--- config.mk ---
export PLATFORM = sky130hd
export DESIGN_NAME = keypad_scan_scheduler
export DESIGN_NICKNAME = d
export VERILOG_FILES = /design/src/rtl/keypad_pkg.sv /design/src/rtl/col_sync.sv /design/src/rtl/keypad_scan_scheduler.sv
export SDC_FILE = /design/constraint.sdc
export NUM_CORES = 1
export LEC_CHECK = 0
export CELL_PAD_IN_SITES_DETAIL_PLACEMENT = 1
export CELL_PAD_IN_SITES_GLOBAL_PLACEMENT = 1
export CORE_MARGIN = 2
export CORE_UTILIZATION = 35
export DETAILED_ROUTE_END_ITERATION = 8
export PLACE_DENSITY_LB_ADDON = 0.1
export SYNTH_ARGS = -nofsm -noshare
export SYNTH_HDL_FRONTEND = slang
export SYNTH_HIERARCHICAL = 1
export SYNTH_SLANG_ARGS = --single-unit
--- constraint.sdc ---
create_clock -name clk_i -period 3.62 [get_ports clk_i]
set_clock_uncertainty 0.2 [all_clocks]
set_input_delay 0.724 -clock clk_i [delete_from_list [all_inputs] [get_ports clk_i]]
set_output_delay 0.724 -clock clk_i [all_outputs]
set_load 0.01 [all_outputs]
--- src/rtl/keypad_pkg.sv ---
// Shared types and key-index constants for the two-player keypad scan path
// and the game input decode that consumes its events.
package keypad_pkg;

   typedef enum logic [1:0] {
      S_SETTLE  = 2'd0,
      S_EVAL    = 2'd1,
      S_ADVANCE = 2'd2
   } scan_state_e;

   typedef logic [3:0] key_idx_t;

   typedef enum logic {
      PLAYER_1 = 1'b0,
      PLAYER_2 = 1'b1
   } player_e;

   typedef struct packed {
      player_e  player;
      key_idx_t key;
      logic     press;
   } key_evt_t;

   localparam key_idx_t KEY_LEFT   = 4'd4;
   localparam key_idx_t KEY_RIGHT  = 4'd6;
   localparam key_idx_t KEY_ATTACK = 4'd5;
   localparam key_idx_t KEY_SELECT = 4'd15;

   function automatic key_idx_t key_index(input logic [1:0] row, input logic [1:0] col);
      return {row, col};
   endfunction

endpackage

--- src/rtl/col_sync.sv ---
// Two-flop synchronizer for asynchronous keypad column inputs; idles high
// because the columns are active-low with pull-ups.
module col_sync #(
   parameter int WIDTH = 4
) (
   input  logic             clk_i,
   input  logic             rst_ni,
   input  logic [WIDTH-1:0] din,
   output logic [WIDTH-1:0] dout
);

   logic [WIDTH-1:0] meta_r;
   logic [WIDTH-1:0] sync_r;

   // two-stage capture of the raw pins
   always_ff @(posedge clk_i) begin
      if (!rst_ni) begin
         meta_r <= {WIDTH{1'b1}};
         sync_r <= {WIDTH{1'b1}};
      end else begin
         meta_r <= din;
         sync_r <= meta_r;
      end
   end

   assign dout = sync_r;

endmodule

--- src/rtl/keypad_scan_scheduler.sv ---
// Time-shared row scanner and debouncer for the two 4x4 player keypads,
// publishing debounced bitmaps and press/release events through a one-entry slot.
module keypad_scan_scheduler
   import keypad_pkg::*;
#(
   parameter int SETTLE_CYCLES = 500,
   parameter int DB_COUNT      = 4,
   parameter int SETTLE_W      = $clog2(SETTLE_CYCLES + 1),
   parameter int DB_W          = $clog2(DB_COUNT + 1)
) (
   input  logic        clk_i,
   input  logic        rst_ni,
   input  logic        scan_en_i,
   output logic [3:0]  p1_row_o,
   input  logic [3:0]  p1_col_i,
   output logic [3:0]  p2_row_o,
   input  logic [3:0]  p2_col_i,
   output logic [15:0] key_state_p1_o,
   output logic [15:0] key_state_p2_o,
   output logic        evt_valid_o,
   input  logic        evt_ready_i,
   output logic        evt_player_o,
   output logic [3:0]  evt_key_o,
   output logic        evt_press_o,
   output logic        scan_round_o
);

   localparam logic [SETTLE_W-1:0] SETTLE_LAST = SETTLE_W'(SETTLE_CYCLES - 1);
   localparam logic [DB_W-1:0]     DB_LAST     = DB_W'(DB_COUNT - 1);

   logic [3:0] p1_col_sync_s;
   logic [3:0] p2_col_sync_s;

   col_sync #(.WIDTH(4)) u_p1_sync (
      .clk_i  (clk_i),
      .rst_ni (rst_ni),
      .din    (p1_col_i),
      .dout   (p1_col_sync_s)
   );

   col_sync #(.WIDTH(4)) u_p2_sync (
      .clk_i  (clk_i),
      .rst_ni (rst_ni),
      .din    (p2_col_i),
      .dout   (p2_col_sync_s)
   );

   scan_state_e         state_r;
   player_e             player_r;
   logic [1:0]          row_r;
   logic [1:0]          col_idx_r;
   logic [SETTLE_W-1:0] settle_cnt_r;
   logic [3:0]          col_sample_r;
   logic [15:0]         key_state_p1_r;
   logic [15:0]         key_state_p2_r;
   logic [DB_W-1:0]     db_cnt_r [32];
   logic                evt_valid_r;
   key_evt_t            evt_r;
   logic                scan_round_r;
   logic [3:0]          p1_row_r;
   logic [3:0]          p2_row_r;

   key_idx_t        key_s;
   logic [4:0]      cnt_idx_s;
   logic            raw_s;
   logic            state_bit_s;
   logic [3:0]      active_cols_s;
   logic [DB_W-1:0] db_cur_s;
   logic            slot_free_s;

   // decode of the key under evaluation and of the active player's columns
   always_comb begin
      key_s       = key_index(row_r, col_idx_r);
      cnt_idx_s   = {player_r == PLAYER_2, key_s};
      raw_s       = ~col_sample_r[col_idx_r];
      db_cur_s    = db_cnt_r[cnt_idx_s];
      slot_free_s = !evt_valid_r || evt_ready_i;
      if (player_r == PLAYER_2) begin
         state_bit_s   = key_state_p2_r[key_s];
         active_cols_s = p2_col_sync_s;
      end else begin
         state_bit_s   = key_state_p1_r[key_s];
         active_cols_s = p1_col_sync_s;
      end
   end

   // scan sequencer, debounce bookkeeping, event slot and row drive
   always_ff @(posedge clk_i) begin
      if (!rst_ni) begin
         state_r        <= S_SETTLE;
         player_r       <= PLAYER_1;
         row_r          <= 2'd0;
         col_idx_r      <= 2'd0;
         settle_cnt_r   <= '0;
         col_sample_r   <= 4'hF;
         key_state_p1_r <= 16'h0000;
         key_state_p2_r <= 16'h0000;
         for (int i = 0; i < 32; i++) db_cnt_r[i] <= '0;
         evt_valid_r    <= 1'b0;
         evt_r.player   <= PLAYER_1;
         evt_r.key      <= 4'd0;
         evt_r.press    <= 1'b0;
         scan_round_r   <= 1'b0;
         p1_row_r       <= 4'hF;
         p2_row_r       <= 4'hF;
      end else begin
         scan_round_r <= 1'b0;
         if (evt_valid_r && evt_ready_i) evt_valid_r <= 1'b0;

         if (!scan_en_i) begin
            state_r      <= S_SETTLE;
            settle_cnt_r <= '0;
         end else begin
            case (state_r)
               S_SETTLE: begin
                  if (settle_cnt_r == SETTLE_LAST) begin
                     col_sample_r <= active_cols_s;
                     col_idx_r    <= 2'd0;
                     settle_cnt_r <= '0;
                     state_r      <= S_EVAL;
                  end else begin
                     settle_cnt_r <= settle_cnt_r + 1'b1;
                  end
               end
               S_EVAL: begin
                  // a key at threshold with a full slot holds the scan on this key
                  if (raw_s == state_bit_s || db_cur_s < DB_LAST || slot_free_s) begin
                     if (raw_s == state_bit_s) begin
                        db_cnt_r[cnt_idx_s] <= '0;
                     end else if (db_cur_s < DB_LAST) begin
                        db_cnt_r[cnt_idx_s] <= db_cur_s + 1'b1;
                     end else begin
                        db_cnt_r[cnt_idx_s] <= '0;
                        if (player_r == PLAYER_2) key_state_p2_r[key_s] <= raw_s;
                        else                      key_state_p1_r[key_s] <= raw_s;
                        evt_valid_r  <= 1'b1;
                        evt_r.player <= player_r;
                        evt_r.key    <= key_s;
                        evt_r.press  <= raw_s;
                     end
                     col_idx_r <= col_idx_r + 2'd1;
                     if (col_idx_r == 2'd3) state_r <= S_ADVANCE;
                  end
               end
               S_ADVANCE: begin
                  row_r   <= row_r + 2'd1;
                  state_r <= S_SETTLE;
                  if (row_r == 2'd3) begin
                     player_r     <= (player_r == PLAYER_1) ? PLAYER_2 : PLAYER_1;
                     scan_round_r <= (player_r == PLAYER_2);
                  end
               end
               default: state_r <= S_SETTLE;
            endcase
         end

         if (scan_en_i && player_r == PLAYER_1) p1_row_r <= ~(4'b0001 << row_r);
         else                                   p1_row_r <= 4'hF;
         if (scan_en_i && player_r == PLAYER_2) p2_row_r <= ~(4'b0001 << row_r);
         else                                   p2_row_r <= 4'hF;
      end
   end

   assign p1_row_o       = p1_row_r;
   assign p2_row_o       = p2_row_r;
   assign key_state_p1_o = key_state_p1_r;
   assign key_state_p2_o = key_state_p2_r;
   assign evt_valid_o    = evt_valid_r;
   assign evt_player_o   = evt_r.player;
   assign evt_key_o      = evt_r.key;
   assign evt_press_o    = evt_r.press;
   assign scan_round_o   = scan_round_r;

endmodule

; ---- Word level (Yosys, flattened, before mapping)
; Memory sizes are Yosys's and may differ from the RTL's.
; Index checks and enable logic that the tools add are counted.
; W data, S select, Z words.
[totals]
register_bits = 84
inputBits = 12
ram_bits = 96
memories = 1
output_inout_bits = 48
word_cells = 121
[mem_list]
columns = memory, words, word_bits, rd, rd_clocked_by_memory_dff, wr, line
row1 = db_cnt_r, 32, 3, 1, 0, 32, keypad_scan_scheduler.sv:56  ; logic [DB_W-1:0] db_cnt_r [32];
[op_classes]
bitwise = 7
n_addsub = 4
n_lt_le_gt_ge = 4
reduce_logical = 23
n_shift = 1
muxes = 53
eq_ne = 9
[ops]
columns = cell, count
row1 = $mux W1, 34
row2 = $bwmux W16, 2
row3 = $reduce_and A6 Y1, 2
row4 = $mux W2, 5
row5 = $add A9 B1 Y9 const B, 1
row6 = $eq A9 B9 Y1 const B, 1
row7 = $mux W3, 3
row8 = $mux W9, 1
row9 = $reduce_and A3 Y1, 3
row10 = $bmux W1 S4, 2
row11 = $pmux W2 S2, 2
row12 = $reduce_and A2 Y1, 4
row13 = $reduce_and A4 Y1, 2
row14 = $eq A2 B2 Y1 const B, 3
row15 = $ne A2 B2 Y1 const B, 3
row16 = $lt A4 B5 Y1 const B, 1
row17 = $mux W5, 1
row18 = $reduce_and A5 Y1, 1
row19 = $add A2 B1 Y2 const B, 2
row20 = $demux W1 S4, 1
row21 = $ge A4 B1 Y1 const B, 1
row22 = $logic_and A1 B1 Y1, 4
row23 = $mux W4, 1
row24 = $not A1 Y1, 4
row25 = other kinds (14), 17

; ---- Longest topological paths before layout
; Gate-level depths: netlist (run 1).
[depth]
ltp_word = 15
depth_mapped = 13
mapped_depth_nobuf = 7

; ---- Cells and area by module
; The synthesis (run 1) kept the hierarchy.
[modules_own_cells]
columns = mod, cells_each, instances, area_each_um2
row1 = keypad_scan_scheduler, 764, 1, 8140.3
row2 = col_sync, 16, 2, 210.2

; ---- Worst setup path after synthesis (run 1)
; No wires, ideal clock.
[synth_timing]
path_type = flip-flop to flip-flop
from = register col_idx_r[0]
to = memory db_cnt_r[27][0] (netlist bit), enable pin
setup_ns = 0.344
path_buffers = 6
arrival_ns = 2.885
path_stages_with_launch = 14
slack_ns = 0.190
period_less_slack_ns = 3.430
cell_sequence = dfxtp_1 > buf_6 > buf_6 > buf_4 > buf_2 > mux2i_1 > o22ai_1 > a22oi_1 > nand4_1 > a21boi_2 > buf_4 > o311ai_2 > buf_2 > o21ai_0
[synth_lines]
columns = item, line
row1 = "start, declared", keypad_scan_scheduler.sv:51  ; logic [1:0] col_idx_r;
row2 = "start signal, assigned", keypad_scan_scheduler.sv:141  ; col_idx_r <= col_idx_r + 2'd1;
row3 = "end, declared", keypad_scan_scheduler.sv:56

==> results of run 1 <==
## final timing paths
| check | endpoint | slack [ns] | depth (start not counted) |
|---|---|---|---|
| worst max-delay path | db_cnt_r[9][0] | 0.06 | 10 |
| worst min-delay path | u_p1_sync/dout[3] | 0.21 | 1 |
| worst max register to register | db_cnt_r[9][0] | 0.06 | 10 |
| worst min register to register | u_p1_sync/dout[3] | 0.21 | 1 |
## placed cells by master, fill, tap and decap left out, types with 23 or more instances in the layout
| cell type | n |
|---|---|
| edfxtp_1 | 96 |
| dfxtp_1 | 83 |
| nand2_1 | 78 |
| nor3_1 | 69 |
| buf_4 | 65 |
| clkdlybuf4s50_1 | 58 |
| nor2_1 | 56 |
| mux2i_1 | 46 |
| o31ai_1 | 25 |
| nand2b_1 | 23 |
## state kept, by name (all words and copies together) (netlist names), 2 cells and up
signal / flops
col_idx_r: 2
col_sample_r: 4
db_cnt_r: 96
evt_key_o: 4
key_state_p1_o: 16
key_state_p2_o: 16
p1_row_o: 4
p2_row_o: 4
row_r: 2
settle_cnt_r: 9
state_r: 2
u_p1_sync/dout: 4
u_p1_sync/meta_r: 4
u_p2_sync/dout: 4
u_p2_sync/meta_r: 4
## routing by layer
| metal | GRT usage [%] | vias to the layer above | wire length, um |
|---|---|---|---|
| met2 | 34.25 | 112 | 12700 |
| met1 | 27.86 | 3334 | 11900 |
| met4 | 5.856 | 0 | 351 |
| met5 | 0 | - | 0 |
| li1 | - | 3113 | - |
| met3 | 3.254 | 26 | 719 |
## power by group through the flow
stage	Combinational, mW	Clock, mW	Sequential, mW
2_1_floorplan	0.0727	0	2.26
3_3_place_gp	0.124	0	2.27
3_5_place_dp	0.130	0	2.27
4_1_cts	0.131	1.93	2.23
5_1_grt	0.142	2.02	2.23
6_report	0.130	1.89	2.22
## stage by stage
step           hold slack [ns]  cells
6_report                0.2135   1208
5_1_grt                 0.2392   1208
4_1_cts                 0.2173   1204
3_5_place_dp            0.1984   1171
3_3_place_gp            0.1973   1171
2_1_floorplan           0.1863    796
## critical path, cell delays in order, from the launching register on
cell	delay [ns]
dfxtp_4	0.37
buf_12	0.21
mux2i_1	0.28
o32ai_1	0.11
or4_1	0.58
or4_4	0.49
and2_4	0.23
o311ai_4	0.37
buf_12	0.20
o21ai_0	0.08
buf_4	0.18
## cell families after synthesis
kind of cell               share of synthesized area [%]
xor gates and xnor gates                          0.3070
buffers and inverters                              4.779
AOI/OAI and AO/OA                                  11.60
muxes                                              10.73
DFF                                                53.32
and+or+nand+nor                                    17.80
adders and majority gates                          1.462
## final cells by class
| cell class | count | area [sq um] | share of cell area, % |
|---|---|---|---|
| repair buffers | 135 | 1285 | 12.14 |
| clock buffers | 18 | 450.4 | 4.255 |
| multi-input cells | 524 | 3677 | 34.74 |
| well taps | 324 | 405.4 | 3.829 |
| inverters | 13 | 48.80 | 0.4609 |
| clock inverters | 14 | 151.4 | 1.430 |
| flip-flops and latches | 180 | 4568 | 43.15 |
## what timing repair did
action / in CTS / in global routing
hold buffers: 0 / 0
gates cloned: 1 / 0
pin swaps: 1 / 1
resized for setup: 7 / 16
setup endpoints to repair: 49 / 86
buffers inserted: 0 / 4
==> qor.txt, run 1 <==
final core utilization: 43.79%
Ys Warns: 6
LEAKAGE: 3.313 nW
die span in x: 160.4 um
largest net degree at the start of global routing: 106
P&R area growth vs syn: 23.66%
initial core utilization: 35.41%
Num CTS Buffers: 17
largest cells by area after synthesis: edfxtp_1, dfxtp_1, mux2i_1
Placed Area: 0.009908 sq mm
clk slew on worst S/H paths: 0.07 ns
# diodes: 0
list of most frequent post-synthesis cells: edfxtp_1, dfxtp_1, nand2_1
synth unique cells: 60
crit path DAT: 3.57 ns
detailed-placement wirelength estimate: 18.00 mm
via count: 6585
Crit Path Class: register to register
Crit path required time: 3.63 ns
Antenna Violating Nets Remaining: 0
root buffer cell: clkbuf_16
initial drt markers: 462
period utilization: 98.30%
I/O pins: 60
Power Dens Cells: 401.0 mW/mm^2
clock network fraction of design power: 44.5%
net load switching power: 1.019 mW
Max H-tree Level: 4
Worst setup EP type: register
Crit Path Max Fanout: 21
Slew headroom: 60.50%
Pre-antenna DRT Iters: 5
layout cells sized above 1: 17.53%
gpl congestion: 0.7715
fraction of registers with async set/reset: 0%
post-synth top area cell: edfxtp_1
final instance area: 0.01059 sq mm
final setup violation count: 0
worst slack, placed: -0.1194 ns
Total GRT Usage: 20.57%
RSZ-0062 raised after global routing: true
r2r startpoint: col_idx_r[0]
routed len/inst: 21.26 um
DR DRC count: 0
nets@finish: 893
Max Freq: 0.2810 GHz
Worst Setup SP: col_idx_r[0]
Synth Flop Type: edfxtp_1
Post-synth EDFFs: 96
Synth Register Bits: 180
post-synthesis cell count: 796
Final min period: 3.558 ns
Worst Hold Launch: u_p1_sync/meta_r[3]
Routed Wire Length: 25.68 mm
clock net sink count: 180
row cnt: 57
top-area cell type share of the netlist area: 33.67%
Fin. Hold Viols: 0
Comb pwr share: 3.1%
TritonCTS clock tree: built
Post-Syn Nets: 818
final worst slack: 0.06164 ns
drt via density: 5.451
Seq pwr share: 52.4%
vias in the first global route: 6883
number of max-cap violations: 0
Seq/Total Area, Yosys: 53.32%
Worst-Skew Late Latency: 0.44 ns
first-pass GRT wire length: 40.68 mm
Post-Syn Area: 0.008561 sq mm
Pint: 3.226 mW
outcome: completed
Switching Share: 24.01%
Tot Pwr: 4.245 mW
CORE AREA: 0.02418 sq mm
Pins Over Slew Limit: 0
Die H: 160.4 um
mean post-synth cell area: 10.75 sq um
Final TNS setup: 0 ns
PortBufs: 59
initial antenna violation count: 0
DIE AREA: 0.02573 sq mm
grt ovf: 0
Startpoint Class: register
Worst-Margin Slew: 0.5909 ns
VDD IR-drop max: 199.7 uV
type of the most critical hold path: register to register
clock buffer depth: 2
# fillers: 2559
top-count cell post-synth: edfxtp_1
(Power assumes the default switching activity.)
==> run 2, diff against run 1 <==
- MAX_ROUTING_LAYER: not set -> met4
==> run 2 against run 1 <==
Effect of this change: sequential power about the same; routed wire length grew 1.1%; non-clock buffer count grew 1; fmax is 1.0% lower; highest routed layer unchanged; core utilization increased by 0.088 points; final cell count about the same; global-route usage grew 0.58 points; sequential cell count unchanged.
==> qor.txt, run 2 (same netlist as run 1, synthesis figures left out) <==
outcome: completed
initial core utilization: 35.41% (unchanged)
gpl congestion: 0.7819 (+1.3%)
Max Freq: 0.2782 GHz (-1.0%)
VDD IR-drop max: 198.9 uV (-0.40%)
vias in the first global route: 6885 (+0.029%)
Slew headroom: 62.46% (+2.0 points)
reg-to-reg critical path endpoint: db_cnt_r[9][0]
via count: 6656 (+1.1%)
layout cells sized above 1: 17.40% (-0.13 points)
Top reg by flops: db_cnt_r
DR DRC count: 0 (unchanged)
clock net sink count: 180 (unchanged)
I/O pins: 60 (unchanged)
Worst setup EP type: register
Worst Hold Launch: u_p1_sync/meta_r[3]
Crit Path Max Fanout: 21 (unchanged)
grt ovf: 0 (unchanged)
WHS Endpoint: u_p1_sync/dout[3]
Antenna Violating Nets Remaining: 0 (unchanged)
largest net degree at the start of global routing: 106 (unchanged)
final core utilization: 43.88% (+0.088 points)
period utilization: 99.30% (+1.0 points)
Fin. Hold Viols: 0 (unchanged)
Worst-Margin Slew: 0.5615 ns (-0.02938 ns)
initial drt markers: 438 (-5.2%)
TritonCTS clock tree: built
detailed-placement wirelength estimate: 18.00 mm (unchanged)
Total GRT Usage: 21.15% (+0.58 points)
Hold Path Depth: 1 (unchanged)
Startpoint Class: register
# diodes: 0 (unchanged)
drt via density: 5.505 (+0.99%)
nets@finish: 894 (+0.11%)
routed len/inst: 21.48 um (+1.0%)
first-pass GRT wire length: 40.67 mm (about the same)
r2r startpoint: col_idx_r[0]
type of the most critical hold path: register to register
P&R area growth vs syn: 23.91%
Largest register FFs: 96 (unchanged)
DIE AREA: 0.02573 sq mm (unchanged)
Final min period: 3.595 ns (+0.03629 ns)
leading cell types in the layout, fill and taps excluded: edfxtp_1, dfxtp_1, nand2_1, nor3_1, buf_4
multi-input logic area: 0.003670 sq mm (-0.20%)
Die H: 160.4 um (unchanged)
die span in x: 160.4 um (unchanged)
root buffer cell: clkbuf_16
row cnt: 57 (unchanged)
final worst slack: 0.02535 ns (-0.03629 ns)
reg2reg setup slack: 0.03 ns (-0.04 ns)
Num CTS Buffers: 17 (unchanged)
Final Hold Slack: 0.2134 ns (-0.00006900 ns)
worst-case reg-to-reg path depth: 10 (unchanged)
sequential cell area: 0.004568 sq mm (unchanged)
Crit path required time: 3.63 ns (about the same)
commonest non-fill, non-tap cell in the layout: edfxtp_1
crit path DAT: 3.60 ns (+0.03 ns)
worst slack, placed: -0.1194 ns (unchanged)
Power Dens Cells: 400.2 mW/mm^2 (-0.20%)
Pins Over Slew Limit: 0 (unchanged)
# fillers: 2559 (unchanged)
PortBufs: 59 (unchanged)
Routed Wire Length: 25.97 mm (+1.1%)
Pre-antenna DRT Iters: 5 (unchanged)
Worst-Skew Late Latency: 0.44 ns (about the same)
clk slew on worst S/H paths: 0.07 ns (about the same)
Crit Path Class: register to register
LEAKAGE: 3.326 nW (+0.41%)
number of max-cap violations: 0 (unchanged)
Max H-tree Level: 4 (unchanged)
RSZ-0062 raised after global routing: true
clock buffer depth: 2 (unchanged)
CORE AREA: 0.02418 sq mm (unchanged)
final setup violation count: 0 (unchanged)
initial antenna violation count: 0 (unchanged)
CTS Hold Bufs: 0 (unchanged)
## run 2: changes by cell type in the layout (fill, tap and decap cells not counted)
cell / before / now
o21ai_1: 17 / 19
o21ai_2: 2 / 0
buf_4: 65 / 64
buf_6: 1 / 2
clkbuf_16: 18 / 19
## run 2: timing repair
item / 4_1_cts / 5_1_grt
resized for setup: 7 / 15
setup endpoints to repair: 49 / 86
setup buffers: 0 / 4
pin swaps: 1 / 1
cloned: 1 / 1
## run 2: critical path: stages, from the launching register on
cell	delay, ns
dfxtp_4	0.37
buf_12	0.21
mux2i_1	0.28
o32ai_1	0.10
or4_1	0.59
or4_4	0.50
and2_4	0.25
o311ai_4	0.39
buf_12	0.20
o21ai_0	0.08
buf_4	0.18
## run 2: final cells by class
class	instances	area share (%)
flip-flops and latches	180	43.06
inverters	13	0.4600
repair buffers	136	12.38
clock buffers	18	4.246
multi-input cells	524	34.60
well taps	324	3.822
clock inverters	14	1.427
## run 2: power by group
part | switching, mW | internal, mW | leakage, nW
logic | 0.0745 | 0.0553 | 1.42
clock network | 0.924 | 0.967 | 0.297
registers | 0.0217 | 2.20 | 1.60
## run 2: worst max path at each step
stage / to / startpoint / cells after the start
2_1_floorplan: db_cnt_r[27][0] / col_idx_r[0] / 13
3_3_place_gp: db_cnt_r[9][0] / col_idx_r[0] / 10
3_5_place_dp: db_cnt_r[18][1] / col_idx_r[0] / 9
4_1_cts: db_cnt_r[5][1] / col_idx_r[0] / 9
5_1_grt: db_cnt_r[9][0] / col_idx_r[0] / 10
6_report: db_cnt_r[9][0] / col_idx_r[0] / 10
## run 2: metrics by stage
step / std cells / power (mW) / cell area (sq um) / setup TNS [ns]
after global routing: 1209 / 4.395 / 10610 / -0.3808
after floorplan: 796 / 2.333 / 8561 / 0
after global placement: 1171 / 2.395 / 9908 / -0.01993
final: 1209 / 4.245 / 10610 / 0
after CTS: 1204 / 4.287 / 10530 / 0
after detailed placement: 1171 / 2.403 / 9908 / -1.498
## run 2: layer usage
metal  share of wire (%)  GRT usage [%]  vias up
li1                    -              -     3124
met1                  46          27.71     3380
met2                  49          34.33      127
met3                 3.0          3.202       25
met4                 1.4          5.856        0
met5                   0              -        -
